$ cat config.mk
export PLATFORM = sky130hd
export DESIGN_NAME = mant_norm_arbiter
export DESIGN_NICKNAME = d
export VERILOG_FILES = /design/src/rtl/mant_norm_arbiter.sv
export SDC_FILE = /design/constraint.sdc
export NUM_CORES = 1
export LEC_CHECK = 0
export ABC_AREA = 1
export BUFFER_PORTS_ARGS = -buffer_cell sky130_fd_sc_hd__buf_2
export CELL_PAD_IN_SITES_DETAIL_PLACEMENT = 1
export CELL_PAD_IN_SITES_GLOBAL_PLACEMENT = 1
export CORE_ASPECT_RATIO = 1.4
export CORE_MARGIN = 2
export CORE_UTILIZATION = 40
export DETAILED_ROUTE_END_ITERATION = 10
export GPL_TIMING_DRIVEN = 0
export PLACE_DENSITY_LB_ADDON = 0.1
export SLEW_MARGIN = 20
export SYNTH_ARGS = -nofsm -noshare
export SYNTH_HDL_FRONTEND = slang
export SYNTH_SLANG_ARGS = --single-unit
export TNS_END_PERCENT = 20
$ cat constraint.sdc
create_clock -name clock -period 5.04 [get_ports clock]
set_input_delay 0.756 -clock clock [delete_from_list [all_inputs] [get_ports clock]]
set_output_delay 0.756 -clock clock [all_outputs]
set_load 0.02 [all_outputs]
$ cat src/rtl/mant_norm_arbiter.sv
// Two-requester round-robin arbiter feeding a multi-cycle mantissa
// normalizer: leading-one detect, left shift, exponent adjust.
//
// Ports:
//   clock, reset (async, active-low)
//   io_reqN_valid/ready/mant/exp  requester N operand handshake (N=0,1)
//   io_out_valid/ready            result handshake
//   io_out_mant/exp/id/zero       normalized result, owner, zero flag
//   io_busy                       FSM not in IDLE
module mant_norm_arbiter #(
   parameter int WIDTH = 52,
   parameter int EXPW  = 11
) (
   input  logic             clock,
   input  logic             reset,
   input  logic             io_req0_valid,
   output logic             io_req0_ready,
   input  logic [WIDTH-1:0] io_req0_mant,
   input  logic [EXPW-1:0]  io_req0_exp,
   input  logic             io_req1_valid,
   output logic             io_req1_ready,
   input  logic [WIDTH-1:0] io_req1_mant,
   input  logic [EXPW-1:0]  io_req1_exp,
   output logic             io_out_valid,
   input  logic             io_out_ready,
   output logic [WIDTH-1:0] io_out_mant,
   output logic [EXPW-1:0]  io_out_exp,
   output logic             io_out_id,
   output logic             io_out_zero,
   output logic             io_busy
);

   localparam int LW = (WIDTH > 1) ? $clog2(WIDTH) : 1;
   // Compare width wide enough for either operand plus headroom.
   localparam int CW = ((EXPW > LW) ? EXPW : LW) + 1;

   typedef enum logic [1:0] {
      IDLE,
      DETECT,
      SHIFT,
      OUT
   } stateT;

   stateT            state;
   logic             rr;
   logic [WIDTH-1:0] mantReg;
   logic [EXPW-1:0]  expReg;
   logic             idReg;
   logic [LW-1:0]    leadReg;
   logic             zeroReg;

   logic [WIDTH-1:0] outMant;
   logic [EXPW-1:0]  outExp;
   logic             outId;
   logic             outZero;

   logic             isIdle;
   logic             grant1;
   logic             take0;
   logic             take1;
   logic             xfer;
   logic [WIDTH-1:0] selMant;
   logic [EXPW-1:0]  selExp;
   logic [LW-1:0]    leadIdx;
   logic [LW-1:0]    shiftAmt;
   logic             underflow;

   assign isIdle = (state == IDLE);

   // Requester 1 wins when alone, or when both ask and rr points at it.
   assign grant1 = io_req1_valid & (~io_req0_valid | rr);
   assign take0  = isIdle & io_req0_valid & ~grant1;
   assign take1  = isIdle & grant1;
   assign xfer   = take0 | take1;

   assign io_req0_ready = take0;
   assign io_req1_ready = take1;

   always_comb begin
      selMant = io_req0_mant;
      selExp  = io_req0_exp;
      unique case (1'b1)
         take1: begin
            selMant = io_req1_mant;
            selExp  = io_req1_exp;
         end
         default: ;
      endcase
   end

   // Highest set bit wins: later iterations overwrite lower hits.
   always_comb begin
      leadIdx = '0;
      for (int i = 0; i < WIDTH; i++) begin
         if (mantReg[i]) begin
            leadIdx = LW'(i);
         end
      end
   end

   assign shiftAmt  = LW'(WIDTH - 1) - leadReg;
   assign underflow = CW'(expReg) < CW'(shiftAmt);

   always_ff @(posedge clock or negedge reset) begin
      if (!reset) begin
         state   <= IDLE;
         rr      <= 1'b0;
         mantReg <= '0;
         expReg  <= '0;
         idReg   <= 1'b0;
         leadReg <= '0;
         zeroReg <= 1'b0;
         outMant <= '0;
         outExp  <= '0;
         outId   <= 1'b0;
         outZero <= 1'b0;
      end else begin
         unique case (state)
            IDLE: begin
               if (xfer) begin
                  mantReg <= selMant;
                  expReg  <= selExp;
                  idReg   <= take1;
                  // Point at the loser so it wins the next tie.
                  rr      <= take0;
                  state   <= DETECT;
               end
            end
            DETECT: begin
               leadReg <= leadIdx;
               zeroReg <= ~|mantReg;
               state   <= SHIFT;
            end
            SHIFT: begin
               outId <= idReg;
               if (zeroReg || underflow) begin
                  outMant <= '0;
                  outExp  <= '0;
                  outZero <= 1'b1;
               end else begin
                  outMant <= mantReg << shiftAmt;
                  // Safe narrowing: here expReg >= shiftAmt.
                  outExp  <= expReg - EXPW'(shiftAmt);
                  outZero <= 1'b0;
               end
               state <= OUT;
            end
            OUT: begin
               if (io_out_ready) begin
                  state <= IDLE;
               end
            end
            default: state <= IDLE;
         endcase
      end
   end

   assign io_out_valid = (state == OUT);
   assign io_out_mant  = outMant;
   assign io_out_exp   = outExp;
   assign io_out_id    = outId;
   assign io_out_zero  = outZero;
   assign io_busy      = ~isIdle;

endmodule

---- Word-level counts from Yosys, hierarchy flattened ----
Index checks and enable logic that the tools add are counted.
Widths: inputs -> output; s select.
storage, ports and cells
  bits in registers ....................... 139
  input bits .............................. 131
  logic and storage cells ................. 94
cells by class
  $add $sub $neg .......................... 2
  magnitude comparators ................... 1
  equal/unequal tests ..................... 5
  shifts and indexed selects .............. 1
  muxes and demuxes ....................... 59
  bitwise logic cells ..................... 9
  reduce and logical (&&, ||, !) cells .... 6
operator list
  cell                 number
  $mux 6               50
  $mux 52              2
  $reduce_or 52->1     1
  $shl 52x6->52        1
  $mux 11              2
  $lt 11x6->1          1
  $sub 11x6->11        1
  $pmux 2 s4           1
  $sub 6x6->6 const A  1
  $and 1x1->1          4
  $eq 2x2->1 const B   2
  $mux 2               2
  $ne 2x1->1 const B   2
  $reduce_and 2->1     2
  $not 1->1            3
  $eq 2x1->1 const B   1
  $logic_not 2->1      1
  $mux 1               2
  $or 1x1->1           2
  $logic_not 1->1      1
  $logic_or 1x1->1     1

---- Logic depth before layout (Yosys ltp) ----
  word-level depth ........................ 51
  gate-level depth with buffers ........... 51

---- Worst setup path before layout ----
Ideal clock, no wire load.
  path kind ............................... register to register
  from .................................... reg leadReg[2]
  to ...................................... reg outMant[10], in the netlist io_out_mant[10]
  setup time .............................. 0.122 ns
  data arrival time ....................... 3.853 ns
  setup slack ............................. 1.066 ns
  stages on the path, launching flop included .. 20
  path buffers ............................ 6
  cell sequence ........................... dfrtp_1 > inv_2 > clkbuf_1 > clkbuf_1 > ha_1 > xnor2_1 > clkbuf_1 > clkbuf_1 > ha_1 > o21ai_1 > nand2_1 > nand2_1 > nand2_1 > nor3_1 > a31oi_1 > nand2_1 > inv_2 > clkbuf_1 > clkbuf_1 > a32o_1
on the way
  word-level cells in the longest chain between the ends .. 4
  elaborated cells on any way between the ends .. 5
  classes of those cells .................. 1 x add/sub; 1 x order compare; 1 x shift; 1 x mux; 1 x reduce/logical
RTL lines
  item                    line  source
  start, declared         49    logic [LW-1:0] leadReg;
  start signal, assigned  130   leadReg <= leadIdx;
  $sub 6x6->6 *           101   assign shiftAmt = LW'(WIDTH - 1) - leadReg;
  $lt 11x6->1             102   assign underflow = CW'(expReg) < CW'(shiftAmt);
  $logic_or 1x1->1        136   if (zeroReg || underflow) begin
  $mux 52 *               136
  end signal, assigned    141   outMant <= mantReg << shiftAmt;
  end, declared           52    logic [WIDTH-1:0] outMant;
Every way passes the cells marked *; elsewhere a longest branch is shown, timed or not.
A chain may end at the register's enable or synchronous reset.

---- Worst setup path after layout ----
Same ends and word-level chain as after synthesis.

==> impl_metrics.csv <==
group,metric,value,unit
drt,via_per_inst,5.36,
global_route,grt_max_degree,89,
critical_path,worstPathMaxFanout,15,
sta,worst_pin_slew,807,ps
sta,whs,208,ps
drt,wl,36.1,mm
global_route,grt_pass1_vias,10300,
clocking,cts.path.max_buffers,2,
synthesis,synth.top_cell.area_share,37.3,%
sta,rsz0062_at_grt,"no",
clocking,root_buffer,"clkbuf_16",
outcome,outcome,"complete, no violations",
synthesis,syn_inst,1295,
critical_path,crit_type,"reg -> reg",
synthesis,synth_edf_count,0,
critical_path,slowest_stage,"clkbuf_1",
drt,drtIter0Drc,359,
synthesis,seq_area_frac_synth,37.3,%
floorplan,fp.dieW,133,um
clocking,clk_latency,450,ps
cells_and_area,antenna_cells,0,
sta,clock_skew,10.3,ps
place,dp.cells,1801,
synthesis,synth_cell_types,35,
floorplan,dieArea,0.0246,mm2
floorplan,core_area,0.0230,mm2
floorplan,rows,66,
sta,setup_viol,0,
synthesis,synth-main-ff-cell,"dfrtp_1",
clocking,cts_tree,"built",
critical_path,crit_arrival,5020,ps
critical_path,worst_path_largest_cell_delay,460,ps
synthesis,synth-seq-cells,139,
critical_path,crit_path_end_kind,"register",
cells_and_area,final_layout_size_suffix_gt1_share,18.7,%
sta,fin_crit_sh,93.0,%
drt,drtAntennaViolNets,0,
drt,vias,9812,
global_route,track_usage,29.7,%
place,dp.final_hpwl,29.8,mm
floorplan,io_pins,200,
cells_and_area,nFillCells,3086,
flow_run,cap_viol_max_count,0,
synthesis,synth_top_area_cell,"dfrtp_1",
synthesis,yosys-top-cells-area,"dfrtp_1, nand2_1, o21ai_1",
synthesis,yosysWarnings,0,
floorplan,start_util,40.4,%
cells_and_area,syn_to_final_growth,21.9,%
sta,period_needed,4690,ps
critical_path,crit_required,5370,ps
sta,max_freq,0.213,GHz
synthesis,synth_area,0.00932,mm2
clocking,htree_num_levels,4,
hold_path,hp-class,"in -> async",
critical_path,crit_top_cell,"nand2_1",
cells_and_area,nets,1656,
drt,drc,0,
cells_and_area,fin_cells,1830,
global_route,antenna_found_initial,0,
drt,wire_per_inst,19.7,um
cells_and_area,finalInstanceArea,0.0114,mm2
synthesis,async_reset_ff_share,100,%
synthesis,syn_avg_cell_area,7.20,um2
drt,drtPass1Iterations,5,
clocking,cts_buffers,17,
place,place.gp.congestion,0.977,
critical_path,crit_chain,"inv_2 > clkbuf_2 > ha_1 > xnor2_2 > clkbuf_1 > clkbuf_2 > ha_1 > o21ai_1 > nand2_1 > nand2_1 > nand2_1 > nor3_1 > a31oi_1 > nand2_1 > inv_2 > clkbuf_1 > clkbuf_2 > a32o_1",
clocking,clkSinkCount,139,
place,placed_area,0.0107,mm2
global_route,overflow,0,
critical_path,cp-start-kind,"register",
sta,relSlewSlack,45.9,%
global_route,grt_pass1_wl,56.0,mm
clocking,path_clk_slew,60,ps
place,io_buffers,199,
sta,maxSlewViolCount,0,
sta,hold_viol,0,
floorplan,die_y,185,um
cells_and_area,final_util,49.3,%
synthesis,syn-num-nets,1439,
-- worst paths after layout --
check | start | cells after the start | slack (ps) | endpoint
setup / recovery | leadReg[2] | 18 | 350 | io_out_mant[10]
hold / removal | reset | 1 | 210 | io_out_mant[6]
setup reg to reg | leadReg[2] | 18 | 350 | io_out_mant[10]
hold reg to reg | io_out_exp[1] | 2 | 480 | io_out_exp[1]
max in group asynchronous | reset | 2 | 4020 | leadReg[1]
min in group clock | io_out_exp[1] | 2 | 480 | io_out_exp[1]
-- final cells by class --
| cell class | count | area, um2 | area share (%) |
|---|---|---|---|
| plain buffers | 88 | 335 | 2.95 |
| flip-flops and latches | 139 | 3480 | 30.6 |
| repair buffers | 200 | 1030 | 9.10 |
| clock buffers | 20 | 447 | 3.93 |
| multi-input cells | 973 | 4900 | 43.1 |
| clock inverters | 11 | 169 | 1.49 |
| well taps | 306 | 383 | 3.37 |
| inverters | 93 | 614 | 5.41 |
-- state kept, by name, indices dropped and copies added, names as in the netlist --
register	flops
mantReg	52
io_out_exp	11
io_out_mant	52
idReg	1
state	2
leadReg	6
rr	1
io_out_zero	1
io_out_id	1
zeroReg	1
expReg	11
-- stage by stage --
| step | setup WS [ps] | TNS (ps) |
|---|---|---|
| 6_report | 352 | 0 |
| 2_1_floorplan | 1070 | 0 |
| 5_1_grt | 56.8 | 0 |
| 3_3_place_gp | -414 | -11070 |
| 4_1_cts | 34.1 | 0 |
| 3_5_place_dp | -504 | -14830 |
-- routing by layer --
layer | vias to the layer above | GRT usage, % | part of all wire (%)
li1 | 4793 | - | -
met1 | 4722 | 33.2 | 40
met2 | 222 | 56.1 | 53
met3 | 75 | 3.82 | 2.8
met4 | 0 | 13.3 | 4.1
met5 | - | 0 | 0
-- synth_stat cells, types with 2 or more instances --
library cell / count
buf_1: 12
or2_1: 3
a21oi_1: 17
nand2_1: 356
clkbuf_1: 78
a32o_1: 16
o22ai_1: 63
a31oi_1: 7
inv_2: 27
inv_1: 32
o211ai_1: 11
nand3_1: 9
nor3_1: 3
bufinv_8: 19
o311ai_1: 3
dfrtp_1: 139
nor2_1: 134
clkinv_2: 2
mux2i_1: 52
o21ai_1: 215
o31ai_1: 3
ha_1: 12
clkinv_1: 13
o21ai_0: 52
xor2_1: 7
-- cells in the final DEF (no fill, tap or decap), types with 16 or more instances in the layout --
| cell | instances |
|---|---|
| nand2_1 | 356 |
| o21ai_1 | 215 |
| buf_2 | 198 |
| dfrtp_1 | 139 |
| nor2_1 | 134 |
| clkbuf_1 | 74 |
| o22ai_1 | 63 |
| o21ai_0 | 52 |
| mux2i_1 | 52 |
| inv_1 | 32 |
| inv_2 | 27 |
| bufinv_8 | 19 |
| a21oi_1 | 17 |
| clkbuf_16 | 17 |
| a32o_1 | 16 |
-- kinds of logic after synthesis --
| group | count (synthesis) | share of synthesized area (%) |
|---|---|---|
| AOI/OAI and AO/OA | 392 | 23.5 |
| muxes | 52 | 5.59 |
| DFF | 139 | 37.3 |
| xor gates and xnor gates | 8 | 0.752 |
| adders and majority gates | 13 | 1.83 |
| buffers and inverters | 183 | 10.2 |
| and+or+nand+nor | 508 | 20.8 |
-- critical path, delay by kind of cell, from the launching register on --
| kind | cells | cell delay (ps) |
|---|---|---|
| buf+inv | 7 | 1860 |
| simple gates | 5 | 760 |
| fa+ha+maj | 2 | 590 |
| compound gates | 3 | 510 |
| flops | 1 | 430 |
| xor+xnor | 1 | 380 |
-- repair_timing --
item                       4_1_cts  5_1_grt
setup endpoints to repair       59       35
resized for setup                6        0
setup buffers                    0        0
hold buffers                     0        0
Power is left out: the tool's default activity adds up to more than one toggle a clock period on the data nets, which glitch-free logic cannot reach.
